$ cat src/rtl/cpu_ctrl_pkg.sv
// rtl/cpu_ctrl_pkg.sv - shared control-word layout, phase encoding and constants
package cpu_ctrl_pkg;

  localparam int CW_WIDTH = 33;

  localparam int CW_ALU_ENABLE  = 32;
  localparam int CW_ALU_BS      = 31;
  localparam int CW_ALU_FS_HI   = 30;
  localparam int CW_ALU_FS_LO   = 26;
  localparam int CW_RF_B_EN     = 25;
  localparam int CW_SA_HI       = 24;
  localparam int CW_SA_LO       = 20;
  localparam int CW_SB_HI       = 19;
  localparam int CW_SB_LO       = 15;
  localparam int CW_WA_HI       = 14;
  localparam int CW_WA_LO       = 10;
  localparam int CW_REG_W       = 9;
  localparam int CW_RAM_EN      = 8;
  localparam int CW_RAM_W       = 7;
  localparam int CW_PC_EN       = 6;
  localparam int CW_PC_FS_HI    = 5;
  localparam int CW_PC_FS_LO    = 4;
  localparam int CW_PC_SEL      = 3;
  localparam int CW_STATUS_LOAD = 2;
  localparam int CW_NS_HI       = 1;
  localparam int CW_NS_LO       = 0;

  localparam logic [CW_WIDTH-1:0] CW_NOP    = '0;
  localparam logic [1:0]          PC_FS_INC = 2'b01;

  typedef enum logic [1:0] {
    PH_FETCH   = 2'd0,
    PH_EXECUTE = 2'd1,
    PH_HALT    = 2'd2
  } phase_e;

endpackage

$ cat src/rtl/control_sequencer_if.sv
// rtl/control_sequencer_if.sv - instruction fetch handshake between sequencer and RAM
interface control_sequencer_if;
  logic [31:0] mem_data;
  logic        mem_valid;
  logic        fetch_req;

  modport master (
    input  mem_data,
    input  mem_valid,
    output fetch_req
  );

  modport slave (
    output mem_data,
    output mem_valid,
    input  fetch_req
  );
endinterface

$ cat src/rtl/control_sequencer_cw_gate.sv
// rtl/control_sequencer_cw_gate.sv - selects decoder word, PC-increment word or NOP onto the datapath
module control_sequencer_cw_gate
  import cpu_ctrl_pkg::*;
#(
  parameter int CW_W = CW_WIDTH
) (
  input  logic            exec_en_i,
  input  logic            fetch_inc_i,
  input  logic [CW_W-1:0] cw_in_i,
  output logic [CW_W-1:0] cw_out_o
);

  always_comb begin
    cw_out_o = CW_NOP;
    if (exec_en_i) begin
      cw_out_o = cw_in_i;
    end else if (fetch_inc_i) begin
      cw_out_o[CW_PC_FS_HI:CW_PC_FS_LO] = PC_FS_INC;
    end
  end

endmodule

$ cat src/rtl/control_sequencer.sv
// rtl/control_sequencer.sv - fetch/execute/halt sequencer owning IR, step, status and retired count
module control_sequencer
  import cpu_ctrl_pkg::*;
#(
  parameter int CW_W  = CW_WIDTH,
  parameter int CNT_W = 16
) (
  input  logic                clock,
  input  logic                reset_n,
  control_sequencer_if.master mem_bus,
  output logic [31:0]         I,
  output logic [1:0]          state,
  output logic [4:0]          status,
  input  logic [CW_W-1:0]     cw_in,
  input  logic [4:0]          alu_status,
  output logic [CW_W-1:0]     cw_out,
  input  logic                halt_req,
  input  logic                resume,
  output logic                halted,
  output logic [CNT_W-1:0]    retired
);

  phase_e             phase_q, phase_d;
  logic [31:0]        ir_q, ir_d;
  logic [1:0]         state_q, state_d;
  logic [4:0]         status_q, status_d;
  logic [CNT_W-1:0]   retired_q, retired_d;

  logic               in_fetch;
  logic               in_exec;
  logic               handshake;
  logic [1:0]         ns;

  // Reset forces FETCH asynchronously, so fetch outputs also need reset_n gating.
  assign in_fetch  = reset_n && (phase_q == PH_FETCH);
  assign in_exec   = reset_n && (phase_q == PH_EXECUTE);
  assign handshake = in_fetch && mem_bus.mem_valid;
  assign ns        = cw_in[CW_NS_HI:CW_NS_LO];

  always_ff @(posedge clock or negedge reset_n) begin
    if (!reset_n) begin
      phase_q   <= PH_FETCH;
      ir_q      <= '0;
      state_q   <= '0;
      status_q  <= '0;
      retired_q <= '0;
    end else begin
      phase_q   <= phase_d;
      ir_q      <= ir_d;
      state_q   <= state_d;
      status_q  <= status_d;
      retired_q <= retired_d;
    end
  end

  always_comb begin
    phase_d   = phase_q;
    ir_d      = ir_q;
    state_d   = state_q;
    status_d  = status_q;
    retired_d = retired_q;
    case (phase_q)
      PH_FETCH: begin
        if (mem_bus.mem_valid) begin
          ir_d    = mem_bus.mem_data;
          state_d = '0;
          phase_d = PH_EXECUTE;
        end
      end
      PH_EXECUTE: begin
        if (cw_in[CW_STATUS_LOAD]) begin
          status_d = alu_status;
        end
        if (ns != 2'b00) begin
          state_d = ns;
        end else begin
          // Completion cycle is the only point where a halt request is honoured.
          retired_d = retired_q + 1'b1;
          state_d   = '0;
          phase_d   = halt_req ? PH_HALT : PH_FETCH;
        end
      end
      PH_HALT: begin
        if (resume) begin
          phase_d = PH_FETCH;
        end
      end
      default: phase_d = PH_FETCH;
    endcase
  end

  control_sequencer_cw_gate #(
    .CW_W (CW_W)
  ) u_cw_gate (
    .exec_en_i   (in_exec),
    .fetch_inc_i (handshake),
    .cw_in_i     (cw_in),
    .cw_out_o    (cw_out)
  );

  assign mem_bus.fetch_req = in_fetch;
  assign I                 = ir_q;
  assign state             = state_q;
  assign status            = status_q;
  assign halted            = (phase_q == PH_HALT);
  assign retired           = retired_q;

endmodule

$ cat src/flat_wrapper.sv
// flat-port wrapper written by rule: the top's interface ports become plain ports
module control_sequencer_flat import cpu_ctrl_pkg::*;
#(
  parameter int CW_W  = CW_WIDTH,
  parameter int CNT_W = 16
)
  (clock, reset_n, I, state, status, cw_in, alu_status, cw_out, halt_req, resume, halted, retired, mem_bus_mem_data, mem_bus_mem_valid, mem_bus_fetch_req);
  control_sequencer_if mem_bus_i ();
  input  logic clock;
  input  logic reset_n;
  output logic [31:0] I;
  output logic [1:0] state;
  output logic [4:0] status;
  input  logic [CW_W-1:0] cw_in;
  input  logic [4:0] alu_status;
  output logic [CW_W-1:0] cw_out;
  input  logic halt_req;
  input  logic resume;
  output logic halted;
  output logic [CNT_W-1:0] retired;
  input wire logic [$bits(mem_bus_i.mem_data)-1:0] mem_bus_mem_data;
  input wire logic [$bits(mem_bus_i.mem_valid)-1:0] mem_bus_mem_valid;
  output wire logic [$bits(mem_bus_i.fetch_req)-1:0] mem_bus_fetch_req;
  assign mem_bus_i.mem_data = mem_bus_mem_data;
  assign mem_bus_i.mem_valid = mem_bus_mem_valid;
  assign mem_bus_fetch_req = mem_bus_i.fetch_req;
  control_sequencer #(.CW_W(CW_W), .CNT_W(CNT_W)) u_core (.clock(clock), .reset_n(reset_n), .mem_bus(mem_bus_i), .I(I), .state(state), .status(status), .cw_in(cw_in), .alu_status(alu_status), .cw_out(cw_out), .halt_req(halt_req), .resume(resume), .halted(halted), .retired(retired));
endmodule
$ cat config.mk
export PLATFORM = sky130hd
export DESIGN_NAME = control_sequencer_flat
export DESIGN_NICKNAME = d
export VERILOG_FILES = /design/src/rtl/cpu_ctrl_pkg.sv /design/src/rtl/control_sequencer_if.sv /design/src/rtl/control_sequencer_cw_gate.sv /design/src/rtl/control_sequencer.sv /design/src/flat_wrapper.sv
export SDC_FILE = /design/constraint.sdc
export NUM_CORES = 1
export LEC_CHECK = 0
export CAP_MARGIN = 30
export CORE_MARGIN = 2
export CORE_UTILIZATION = 36
export DETAILED_ROUTE_END_ITERATION = 12
export PLACE_DENSITY = 0.78
export SYNTH_ARGS = -nofsm -noshare
export SYNTH_HDL_FRONTEND = slang
export SYNTH_SLANG_ARGS = --single-unit
$ cat constraint.sdc
create_clock -name clock -period 1.78 [get_ports clock]
set_clock_uncertainty 0.05 [all_clocks]
set_input_delay 0.267 -clock clock [delete_from_list [all_inputs] [get_ports clock]]
set_output_delay 0.267 -clock clock [all_outputs]
set_load 0.03 [all_outputs]
# ---- After elaboration in Yosys (flattened, before gate mapping)
# Cells that the tools add are included.
dict set report totals {
  rom_bits 0
  ram_bits 0
  in_bits 75
  register_bits 57
  latch_bits 0
  out_inout_bits 90
  memories 0
}
dict set report classes {
  n_div 0
  bitwise 1
  magnitude_cmp 0
  shifts 0
  multipliers 0
  addsub 1
  n_mux 12
  reduce_logical 11
  eq_ne 5
}
# cell count
set op_table {}
lappend op_table {{$mux W27} 1}
lappend op_table {{$add A16 B1 Y16 const B} 1}
lappend op_table {{$mux W2} 7}
lappend op_table {{$reduce_and A2 Y1} 4}
lappend op_table {{$ne A2 B2 Y1 const B} 3}
lappend op_table {{$pmux W2 S3} 1}
lappend op_table {{$mux W4} 1}
lappend op_table {{$pmux W2 S2} 1}
lappend op_table {{$reduce_bool A2 Y1} 2}
lappend op_table {{$logic_and A1 B1 Y1} 3}
lappend op_table {{$reduce_and A3 Y1} 1}
lappend op_table {{$eq A2 B1 Y1 const B} 1}
lappend op_table {{$eq A2 B2 Y1 const B} 1}
lappend op_table {{$logic_not A2 Y1} 1}
lappend op_table {{$mux W1} 1}
lappend op_table {{$not A1 Y1} 1}

# ---- Logic depth before layout (Yosys ltp)
# Gate-level depths: netlist of the first run.
dict set report logic_depth {
  depth_word 5
  mapped_depth 6
  mapped_depth_nobuf 4
}

# ---- Hierarchy
# A second synthesis of the first run with hierarchy kept.
dict set report hier_totals {
  hier_cells 194
  hier_area_um2 2553.7
}
# mod area_each_um2 seq_area_each_um2 cells_per_inst n_inst
set by_module_without_submodules {}
lappend by_module_without_submodules {control_sequencer 2287.2 1426.4 158 1}
lappend by_module_without_submodules {control_sequencer_cw_gate 266.5 0.0 36 1}

# ---- Worst setup path after synthesis of the first run
# No wires, ideal clock.
dict set report synth_path {
  path_kind {reg2out}
  from {reg u_core.phase_q[1]}
  to {out cw_out[0]}
  t_arrival_ns 1.394
  path_stages_with_launch 5
  setup_slack_ns 0.069
  path_cell_list {dfrtp_1 and2b_1 clkbuf_1 clkbuf_1 and3_1}
}
dict set report synth_via {
  elab_chain_cells 3
}
# item line_no
set synth_lines {}
lappend synth_lines {{start: declaration} control_sequencer.sv:23} ;# phase_e phase_q, phase_d;
lappend synth_lines {{start signal: assignment} control_sequencer.sv:48} ;# phase_q <= phase_d;
lappend synth_lines {{$eq A2 B1 Y1} control_sequencer.sv:36} ;# assign in_exec = reset_n && (phase_q == PH_EXECUTE);
lappend synth_lines {{$logic_and A1 B1 Y1} control_sequencer.sv:36}
lappend synth_lines {{$mux W4} control_sequencer_cw_gate.sv:15} ;# if (exec_en_i) begin
lappend synth_lines {{end: declaration} flat_wrapper.sv:16} ;# output logic [CW_W-1:0] cw_out;
# Every way passes these cells.

# ---- Worst setup path in the final report of the first run
dict set report layout_path {
  from {reg u_core.phase_q[1]}
  to {out cw_out[5]}
}
dict set report layout_via {
  elab_chain_cells 3
}
# item line_no
set layout_lines {}
lappend layout_lines {{$eq A2 B1 Y1} control_sequencer.sv:36}
lappend layout_lines {{$logic_and A1 B1 Y1} control_sequencer.sv:36}
lappend layout_lines {{$mux W2} control_sequencer_cw_gate.sv:15}
# Every way passes these cells.

==> results of run 1 <==
## power breakdown
group | internal [W] | leakage [nW] | switching (W)
Combinational | 0.00133 | 1.42 | 0.00145
Sequential | 0.00168 | 0.698 | 0.000241
Clock | 0.000681 | 0.0974 | 0.000474
## registers in the layout (all words and copies together) (netlist names)
register	flops
u_core.I	32
u_core.phase_q	2
u_core.retired	16
u_core.state	2
u_core.status	5
## cell usage in the layout, fill, tap and decap left out, drive strengths merged, types with 2 or more instances in the layout
cell type        n
a22o             3
and3            33
and4             2
buf             56
clkbuf          14
clkdlybuf4s50  112
clkinv           2
dfrtp           57
dlygate4sd2      9
dlymetal6s2s     7
mux2            38
nand2            6
nand3            6
nand4            6
nor2             4
xnor2           14
## worst max-delay path, stage by stage (launching register included)
cell,delay [ps]
dfrtp_1,390
buf_6,120
and2b_4,290
buf_4,160
and3_1,190
buf_6,140
## synth_stat cells (all sizes together) (2+ instances only)
master,count
dfrtp,57
and4,2
xnor2,14
clkbuf,7
nand3,6
nand2,6
buf,6
nor2,4
and3,33
nand4,6
a22o,3
mux2,38
## final cells by class
type / count / area, um2
clock inverters: 3 / 40.0
clock buffers: 13 / 149
flip-flops and latches: 57 / 1430
fillers: 511 / 2090
well taps: 80 / 100
multi-input cells: 123 / 1060
repair buffers: 186 / 1890
inverters: 1 / 3.75
## cell families after synthesis
logic type | after synthesis | share of synthesized area
AND/OR/NAND/NOR | 63 | 0.156
flip-flops | 57 | 0.570
multiplexers | 39 | 0.175
AO/OA/AOI/OAI | 5 | 0.0155
XOR/XNOR | 15 | 0.0525
adder cells (fa/ha/maj) | 1 | 0.00500
buffers and inverters | 14 | 0.0260
## routing by layer
| metal | share of wire | up-vias | wire, um |
|---|---|---|---|
| li1 | - | 1058 | - |
| met4 | 0.018 | 0 | 135 |
| met2 | 0.50 | 96 | 3770 |
| met5 | 0 | - | 0 |
| met1 | 0.42 | 1074 | 3180 |
| met3 | 0.064 | 13 | 487 |
## through the flow
stage | setup TNS, ps | cells
final | -3490 | 463
after global routing | -5290 | 463
after CTS | -3410 | 462
after detailed placement | -928 | 438
after global placement | -617 | 438
after floorplan | 0 | 194
## timing repair
item,CTS,global route
pin swaps,1,5
hold endpoints to repair,5,0
setup buffers,5,0
gates cloned,2,1
hold buffers,1,0
gates resized for setup,40,31
endpoints found under the setup margin,42,43
## worst min path at each step
stage,startpoint,endpoint,cells past startpoint
6_report,reset_n,u_core.I[23],2
5_1_grt,reset_n,u_core.I[23],2
4_1_cts,reset_n,u_core.I[23],2
3_5_place_dp,reset_n,u_core.retired[12],2
3_3_place_gp,reset_n,u_core.retired[10],2
2_1_floorplan,reset_n,u_core.I[0],0
==> key figures, run 1 <==
Global route
  – First-pass GRT wire length: 11.0 mm
  – Gr ovfl total: 0
  – Pin count of the biggest net entering global routing: 33
  – GR Layer Usage met2: 0.316
  – Vias in the first global route: 2167
  – Met1 Use GR: 0.234
  – Global Route Usage Sum: 0.190
  – GRT met3 Usage: 0.0540
  – Busiest grt layer: met2
  – Initial antenna violation count: 0

Die
  – Cell Rows: 30
  – Die Area: 0.00763 mm2
  – Die width: 87.4 um
  – Starting density of the core: 0.370
  – Core area: 0.00676 mm2
  – # IOs: 165
  – Die Span Y: 87.4 um

Clocking
  – Clk sinks: 57
  – Clock Pin Slew Worst Setup and Hold Paths: 60 ps
  – Skew-Pair Late Insertion Delay: 330 ps
  – H-tree depth: 3
  – Root Buffer: clkbuf_8
  – CTS Buf Count: 9
  – CTS tree: built
  – Clock tree buffer depth: 2

Yosys
  – Asr flop ratio synth: 1.00
  – Synth Instances: 194
  – Number of synthesized flops with an enable pin: 0
  – Synth Cell Area: 0.00250 mm2
  – Top area cells in the synthesized netlist: dfrtp_1, mux2_2, and3_1
  – Syn avg cell area: 12.9 um2
  – Syn_nets: 270
  – Area leader, netlist: dfrtp_1
  – Post-synthesis sequential area ratio: 0.570
  – Ys flop type: dfrtp_1
  – Synth Register Bits: 57
  – Count of cell types in the netlist: 25
  – Syn. warnings: 0
  – Share of the synthesized area in the top cell type: 0.570

Worst setup path
  – R2R Path End: u_core.I[27]
  – R2R depth: 5
  – WS Path Type: register to primary output
  – Reg2Reg Setup Slack: 120 ps
  – Critical Path Start: u_core.phase_q[1]
  – Critical Path Fanout Max: 6
  – CP Capture Type: primary output
  – Reg-to-reg startpoint: u_core.phase_q[0]
  – Startpoint Class: register
  – CP endpoint: cw_out[5]
  – CP Data Arrival Time: 1620 ps
  – WP data required: 1460 ps

Drt
  – 1st-pass router iterations: 4
  – ANT nets after route: 0
  – Via/cell ratio: 4.84
  – Vias: 2241
  – Drt wl/cell: 16.3 um
  – Routed WL: 7.57 mm
  – Remaining routing DRC violations: 0
  – Starting DRC count in detailed routing: 61

Place
  – Port bufs: 164
  – Place WS: -136 ps
  – Dpl hpwl: 5.30 mm
  – DP Area: 0.00422 mm2
  – Routability cong.: 0.745

Timing
  – Worst-margin pin slew: 361 ps
  – Final worst slack: -160 ps
  – Endpoints failing setup: 32
  – Number of hold violations in the final report: 0
  – WHS: 28.8 ps
  – Final slew viol count: 0
  – RSZ-0062 raised after global routing: yes
  – Minimum clock period: 1940 ps
  – F_max: 515 MHz
  – Slew headroom: 0.758
  – Crit share post-route: 1.09

Cells and area
  – Area Overhead vs Synth: 86.6%
  – N_diodes: 0
  – Core Util, Final: 0.691
  – Share of cells above drive strength 1: 0.313
  – Design Area, Final: 0.00467 mm2
  – Net count, final: 454

Power
  – Total power: 0.00585 W
  – Pwr/cell area: 1250 mW/mm2
  – Leak: 2.21 nW
  – Peak VDD IR: 0.685 mV

Run status
  – Failing checks: negative setup slack
  – Outcome: complete, but fails checks

Min path
  – Hold/Removal Path Class: primary input to asynchronous set/reset pin

Flow run
  – Max cap viols: 0
Power figures use the tool's default switching activity.
==> run 2, diff against run 1 <==
--- a/config.mk
+++ b/config.mk
@@ -6,7 +6,6 @@
 export NUM_CORES = 1
 export LEC_CHECK = 0
 export CAP_MARGIN = 30
-export CORE_MARGIN = 2
 export CORE_UTILIZATION = 36
 export DETAILED_ROUTE_END_ITERATION = 12
 export PLACE_DENSITY = 0.78
==> run 2 against run 1 <==
  * The flow still finishes with violations (negative setup slack)
  * Total power is 3.3% higher
  * Sequential share of layout area decreased by 1.2 points
  * First-iteration DRC count shrank 1.6%
  * Via count grew 2.6%
  * Highest routed layer unchanged
  * Routed wire length increased by 9.3%
  * Worst hold slack better by 21 ps
  * Clock-buffer cell count decreased by 2
  * Sequential power about the same
  * Register-to-register slack worse by 120 ps
  * Cell area grew 4.3%
  * Global-route usage rose by 2.3 points
  * Clock power hardly changed
==> key figures, run 2 (synthesis results as in run 1) <==
Timing
  – Minimum clock period: 1980 ps (was 1940 ps)
  – Final slew viol count: 0 (unchanged)
  – Crit share post-route: 1.11 (was 1.09)
  – Slew headroom: 0.513 (was 0.758)
  – WHS: 50.1 ps (was 28.8 ps)
  – Worst-margin pin slew: 728 ps (was 361 ps)
  – Number of hold violations in the final report: 0 (unchanged)
  – Endpoints failing setup: 32 (unchanged)
  – Final TNS setup: -5400 ps (was -3490 ps)
  – Final worst slack: -202 ps (was -160 ps)
  – RSZ-0062 raised after global routing: yes (unchanged)
  – F_max: 505 MHz (was 515 MHz)

Global route
  – Pin count of the biggest net entering global routing: 36 (was 33)
  – First-pass GRT wire length: 11.8 mm (was 11.0 mm)
  – Initial antenna violation count: 0 (unchanged)
  – Gr ovfl total: 0 (unchanged)
  – Global Route Usage Sum: 0.213 (was 0.190)
  – Vias in the first global route: 2260 (was 2167)

Min path
  – Hold/Removal Path Class: primary input to asynchronous set/reset pin (unchanged)

Drt
  – Routed WL: 8.27 mm (was 7.57 mm)
  – Via/cell ratio: 4.90 (was 4.84)
  – 1st-pass router iterations: 5 (was 4)
  – Vias: 2299 (was 2241)
  – Starting DRC count in detailed routing: 60 (was 61)
  – Drt wl/cell: 17.6 um (was 16.3 um)
  – Remaining routing DRC violations: 0 (unchanged)
  – ANT nets after route: 0 (unchanged)

Power
  – Pwr/cell area: 1240 mW/mm2 (was 1250 mW/mm2)
  – Internal power: 0.00378 W (was 0.00369 W)
  – Sw Ratio: 0.375 (was 0.370)
  – Leak: 2.24 nW (was 2.21 nW)
  – Clk pwr share: 0.194 (was 0.198)
  – Net Switching: 0.00226 W (was 0.00216 W)
  – Peak VDD IR: 0.702 mV (was 0.685 mV)
  – Combinational power share: 0.488 (was 0.474)
  – Seq pwr share: 0.318 (was 0.328)

Clocking
  – Clk sinks: 57 (unchanged)
  – Clock Pin Slew Worst Setup and Hold Paths: 70 ps (was 60 ps)
  – CTS tree: built (unchanged)
  – H-tree depth: 3 (unchanged)
  – Clock tree buffer depth: 2 (unchanged)
  – Skew-Pair Late Insertion Delay: 330 ps (about the same)
  – Root Buffer: clkbuf_8 (unchanged)
  – CTS Buf Count: 9 (unchanged)

Worst setup path
  – CP Data Arrival Time: 1670 ps (was 1620 ps)
  – WS Path Type: register to primary output (unchanged)
  – CP Capture Type: primary output (unchanged)
  – WP data required: 1460 ps (about the same)
  – Startpoint Class: register (unchanged)
  – Critical Path Fanout Max: 7 (was 6)

Place
  – Routability cong.: 0.752 (was 0.745)
  – Port bufs: 164 (unchanged)
  – Dpl hpwl: 5.08 mm (was 5.30 mm)
  – Place WS: -102 ps (was -136 ps)
  – Placed Cells: 436 (was 438)

Cells and area
  – Share of cells above drive strength 1: 0.368 (was 0.313)
  – Max FFs per register: 32 (unchanged)
  – Core Util, Final: 0.720 (was 0.691)
  – Net count, final: 460 (was 454)
  – N_diodes: 0 (unchanged)
  – Area Overhead vs Synth: 94.5% (was 86.6%)
  – Commonest cells after routing, fill and taps aside: clkdlybuf4s50_1, dfrtp_1, buf_6 (was clkdlybuf4s50_1, dfrtp_1, mux2_2, buf_6, and3_1)
  – Register area: 0.00143 mm2 (unchanged)
  – Non-filler cells, final: 469 (was 463)
  – Fill cell count: 490 (was 511)
  – Multi-input logic area: 0.00116 mm2 (was 0.00106 mm2)
  – Most common cell after layout, fill and taps aside: clkdlybuf4s50_1 (unchanged)

Run status
  – Outcome: complete, but fails checks (unchanged)
  – Failing checks: negative setup slack (unchanged)

Flow run
  – Max cap viols: 0 (unchanged)

Die
  – Core area: 0.00676 mm2 (unchanged)
  – Die Span Y: 85.4 um (was 87.4 um)
  – Starting density of the core: 0.370 (unchanged)
  – Cell Rows: 30 (unchanged)
  – Die Area: 0.00729 mm2 (was 0.00763 mm2)
  – # IOs: 165 (unchanged)
  – Die width: 85.4 um (was 87.4 um)
run 2: cell types whose count changed in the layout (fill, tap and decap cells not counted), moves of 3 or more:
cell	previous run	this run
and3_1	25	10
and3_4	8	22
mux2_2	38	33
mux2_4	0	5
clkdlybuf4s50_1	112	116
dlygate4sd2_1	9	5
buf_4	15	18
run 2: metrics by stage:
| stage | area, um2 | total power (W) |
|---|---|---|
| 6_report | 4870 | 0.00604 |
| 5_1_grt | 4870 | 0.00630 |
| 4_1_cts | 4740 | 0.00596 |
| 3_5_place_dp | 4220 | 0.00460 |
| 3_3_place_gp | 4220 | 0.00456 |
| 2_1_floorplan | 2500 | 0.00336 |
run 2: layout make-up:
type,instances,share of cell area
clock buffer,11,0.0270
clock inverter,5,0.0116
inverter,1,0.000771
multi-input combinational,123,0.238
sequential,57,0.293
timing repair buffer,192,0.409
tap,80,0.0206
run 2: final timing paths:
check                                     end               start  slack, ps  cells after the start
hold reg to reg            u_core.retired[15]  u_core.retired[15]        430                      1
max in group asynchronous        u_core.I[13]             reset_n        610                      3
setup reg to reg             u_core.status[3]   u_core.phase_q[0]          0                      7
setup / recovery                   cw_out[10]   u_core.phase_q[0]       -200                      6
min in group clock         u_core.retired[15]  u_core.retired[15]        430                      1
hold / removal                   u_core.I[21]             reset_n         50                      3
run 2: per-layer routing:
metal	global-route usage	wire, um	vias to the layer above
li1	-	-	1067
met1	0.258	3420	1134
met2	0.370	4240	80
met3	0.0457	417	18
met4	0.0848	190	0
met5	0	0	-
run 2: timing repair:
item / CTS / global route
setup endpoints to repair: 38 / 50
hold buffers: 2 / 0
pin swaps: 0 / 6
resized for setup: 55 / 31
buffers inserted: 9 / 3
cloned: 2 / 2
hold endpoints to repair: 41 / 0
run 2: power by group through the flow:
stage	Combinational, W	Clock, W	Sequential (W)
after floorplan	0.000685	0	0.00268
final	0.00295	0.00117	0.00192
after global routing	0.00307	0.00125	0.00197
after detailed placement	0.00266	0	0.00195
after global placement	0.00263	0	0.00193
after CTS	0.00286	0.00118	0.00192
run 2: worst max-delay path, stage by stage, from the launching register on:
cell and delay (ps):
dfrtp_1 400, buf_6 120, and2b_2 210, buf_6 140, clkbuf_16 150, and3_1 180
buf_6 130
==> run 3, diff against run 2 <==
--- a/config.mk
+++ b/config.mk
@@ -6,9 +6,11 @@
 export NUM_CORES = 1
 export LEC_CHECK = 0
 export CAP_MARGIN = 30
-export CORE_UTILIZATION = 36
+export CELL_PAD_IN_SITES_DETAIL_PLACEMENT = 1
+export CELL_PAD_IN_SITES_GLOBAL_PLACEMENT = 1
+export CORE_UTILIZATION = 26
 export DETAILED_ROUTE_END_ITERATION = 12
-export PLACE_DENSITY = 0.78
+export PLACE_DENSITY = 0.77
 export SYNTH_ARGS = -nofsm -noshare
 export SYNTH_HDL_FRONTEND = slang
 export SYNTH_SLANG_ARGS = --single-unit
==> run 3 against run 2 <==
  * The flow still finishes with violations (negative setup slack)
  * Cell area decreased by 1.2%
  * Routed wire length increased by 6.8%
  * Critical path depth decreased by 1
==> key figures, run 3 (synthesis results as in run 1) <==
Drt
  – Starting DRC count in detailed routing: 40 (was 60)
  – Routed WL: 8.84 mm (was 8.27 mm)
  – Remaining routing DRC violations: 0 (unchanged)
  – Drt wl/cell: 17.3 um (was 17.6 um)
  – 1st-pass router iterations: 4 (was 5)
  – Vias: 2333 (was 2299)
  – ANT nets after route: 0 (unchanged)
  – Via/cell ratio: 4.57 (was 4.90)

Global route
  – Initial antenna violation count: 0 (unchanged)
  – Gr ovfl total: 0 (unchanged)
  – Vias in the first global route: 2400 (was 2260)
  – First-pass GRT wire length: 12.5 mm (was 11.8 mm)
  – Global Route Usage Sum: 0.164 (was 0.213)
  – Pin count of the biggest net entering global routing: 38 (was 36)

Power
  – Internal power: 0.00375 W (was 0.00378 W)
  – Leak: 2.19 nW (was 2.24 nW)
  – Seq pwr share: 0.324 (was 0.318)
  – Net Switching: 0.00223 W (was 0.00226 W)
  – Sw Ratio: 0.373 (was 0.375)
  – Pwr/cell area: 1240 mW/mm2 (about the same)
  – Combinational power share: 0.475 (was 0.488)
  – Clk pwr share: 0.200 (was 0.194)
  – Peak VDD IR: 0.757 mV (was 0.702 mV)

Clocking
  – Root Buffer: clkbuf_8 (unchanged)
  – Clk sinks: 57 (unchanged)
  – CTS tree: built (unchanged)
  – Skew-Pair Late Insertion Delay: 330 ps (about the same)
  – Clock tree buffer depth: 2 (unchanged)
  – Clock Pin Slew Worst Setup and Hold Paths: 70 ps (about the same)
  – CTS Buf Count: 9 (unchanged)
  – H-tree depth: 3 (unchanged)

Die
  – Die width: 100 um (was 85.4 um)
  – Die Span Y: 100 um (was 85.4 um)
  – Die Area: 0.0100 mm2 (was 0.00729 mm2)
  – Cell Rows: 35 (was 30)
  – Core area: 0.00928 mm2 (was 0.00676 mm2)
  – Starting density of the core: 0.270 (was 0.370)
  – # IOs: 165 (unchanged)

Worst setup path
  – Crit-path max cell delay: 400 ps (about the same)
  – Slowest-stage cell, CP: dfrtp_1 (unchanged)
  – Reg-to-reg startpoint: u_core.phase_q[1] (was u_core.phase_q[0])
  – Startpoint Class: register (unchanged)
  – R2R depth: 7 (unchanged)
  – Critical Path Start: u_core.phase_q[1] (was u_core.phase_q[0])
  – Critical Path Fanout Max: 5 (was 7)
  – Reg2Reg Setup Slack: 0 ps (about the same)
  – CP endpoint: cw_out[18] (was cw_out[10])
  – Crit-path most repeated cell: buf_6 (unchanged)
  – WP data required: 1460 ps (about the same)
  – CP Data Arrival Time: 1680 ps (was 1670 ps)
  – CP Capture Type: primary output (unchanged)
  – Crit path cell chain: buf_6, and2b_4, clkbuf_16, and3_1, buf_6 (was buf_6, and2b_2, buf_6, clkbuf_16, and3_1, buf_6)
  – R2R Path End: u_core.retired[9] (was u_core.status[3])
  – WS Path Type: register to primary output (unchanged)

Place
  – Routability cong.: 0.701 (was 0.752)
  – Port bufs: 164 (unchanged)
  – Dpl hpwl: 5.99 mm (was 5.08 mm)
  – Placed Cells: 486 (was 436)

Cells and area
  – Max FFs per register: 32 (unchanged)
  – Non-filler cells, final: 511 (was 469)
  – Commonest cells after routing, fill and taps aside: clkdlybuf4s50_1, dfrtp_1, mux2_2 (was clkdlybuf4s50_1, dfrtp_1, buf_6)
  – Most common cell after layout, fill and taps aside: clkdlybuf4s50_1 (unchanged)
  – Area Overhead vs Synth: 92.2% (was 94.5%)
  – Fill cell count: 994 (was 490)
  – N_diodes: 0 (unchanged)
  – Net count, final: 454 (was 460)
  – Share of cells above drive strength 1: 0.346 (was 0.368)

Timing
  – Final worst slack: -221 ps (was -202 ps)
  – WHS: 132 ps (was 50.1 ps)
  – Slew headroom: 0.558 (was 0.513)
  – Final TNS setup: -5720 ps (was -5400 ps)
  – Endpoints failing setup: 32 (unchanged)
  – Number of hold violations in the final report: 0 (unchanged)
  – Worst-margin pin slew: 660 ps (was 728 ps)
  – Crit share post-route: 1.12 (was 1.11)
  – Final slew viol count: 0 (unchanged)
  – Minimum clock period: 2000 ps (was 1980 ps)
  – F_max: 500 MHz (was 505 MHz)
  – RSZ-0062 raised after global routing: yes (unchanged)

Min path
  – Hold/Removal Path Class: primary input to asynchronous set/reset pin (unchanged)

Run status
  – Failing checks: negative setup slack (unchanged)
  – Outcome: complete, but fails checks (unchanged)

Flow run
  – Max cap viols: 0 (unchanged)
-- run 3: cell count changes in the layout (fill, tap and decap cells not counted), sizes merged --
cell | before | now
dlygate4sd2 | 5 | 9
buf | 61 | 54
clkinv | 3 | 2
clkbuf | 13 | 15
clkinvlp | 1 | 0
clkdlybuf4s50 | 116 | 114
dlymetal6s2s | 7 | 5
-- run 3: layout make-up --
| type | count | area, um2 | area share |
|---|---|---|---|
| inverters | 1 | 3.75 | 0.000780 |
| repair buffers | 186 | 1910 | 0.397 |
| well taps | 129 | 161 | 0.0336 |
| clock buffers | 12 | 155 | 0.0322 |
| multi-input cells | 123 | 1110 | 0.232 |
| clock inverters | 3 | 40.0 | 0.00832 |
| flip-flops and latches | 57 | 1430 | 0.296 |
-- run 3: timing repair --
item,CTS,global route
gates cloned,0,4
buffers inserted,1,4
hold buffers,1,0
endpoints found under the hold margin,13,0
pin swaps,0,15
endpoints found under the setup margin,42,44
resized for setup,45,29
-- run 3: power groups by stage --
stage               clock network, W  registers (W)  logic (W)
floorplan                          0        0.00268   0.000685
global placement                   0        0.00193    0.00266
detailed placement                 0        0.00196    0.00268
CTS                          0.00124        0.00194    0.00271
global route                 0.00131        0.00199    0.00298
finish                       0.00120        0.00194    0.00285
-- run 3: metal layers --
layer | vias to the layer above | track usage | wire (um)
met3 | 13 | 0.0522 | 486
met2 | 86 | 0.289 | 4610
met5 | - | 0 | 0
met4 | 0 | 0.0435 | 160
met1 | 1170 | 0.194 | 3580
li1 | 1064 | - | -
-- run 3: worst min path at each step --
stage	from	endpoint	slack (ps)
6_report	reset_n	u_core.status[0]	130
5_1_grt	reset_n	u_core.status[0]	140
3_3_place_gp	reset_n	u_core.retired[8]	190
2_1_floorplan	reset_n	u_core.I[0]	-80
3_5_place_dp	reset_n	u_core.retired[9]	200
4_1_cts	reset_n	u_core.status[0]	70
-- run 3: worst max-delay path, delay by kind of cell, from the launching register on --
family / cells / cell delay (ps)
buf+inv: 3 / 440
flops: 1 / 400
simple gates: 2 / 510
-- run 3: stage by stage --
stage	area, um2	setup slack (ps)	power (W)	util
4_1_cts	4610	-202	0.00590	0.496
5_1_grt	4810	-277	0.00629	0.518
3_5_place_dp	4280	-248	0.00465	0.461
2_1_floorplan	2500	68.9	0.00336	-
6_report	4810	-221	0.00599	0.518
3_3_place_gp	4280	-183	0.00459	0.461
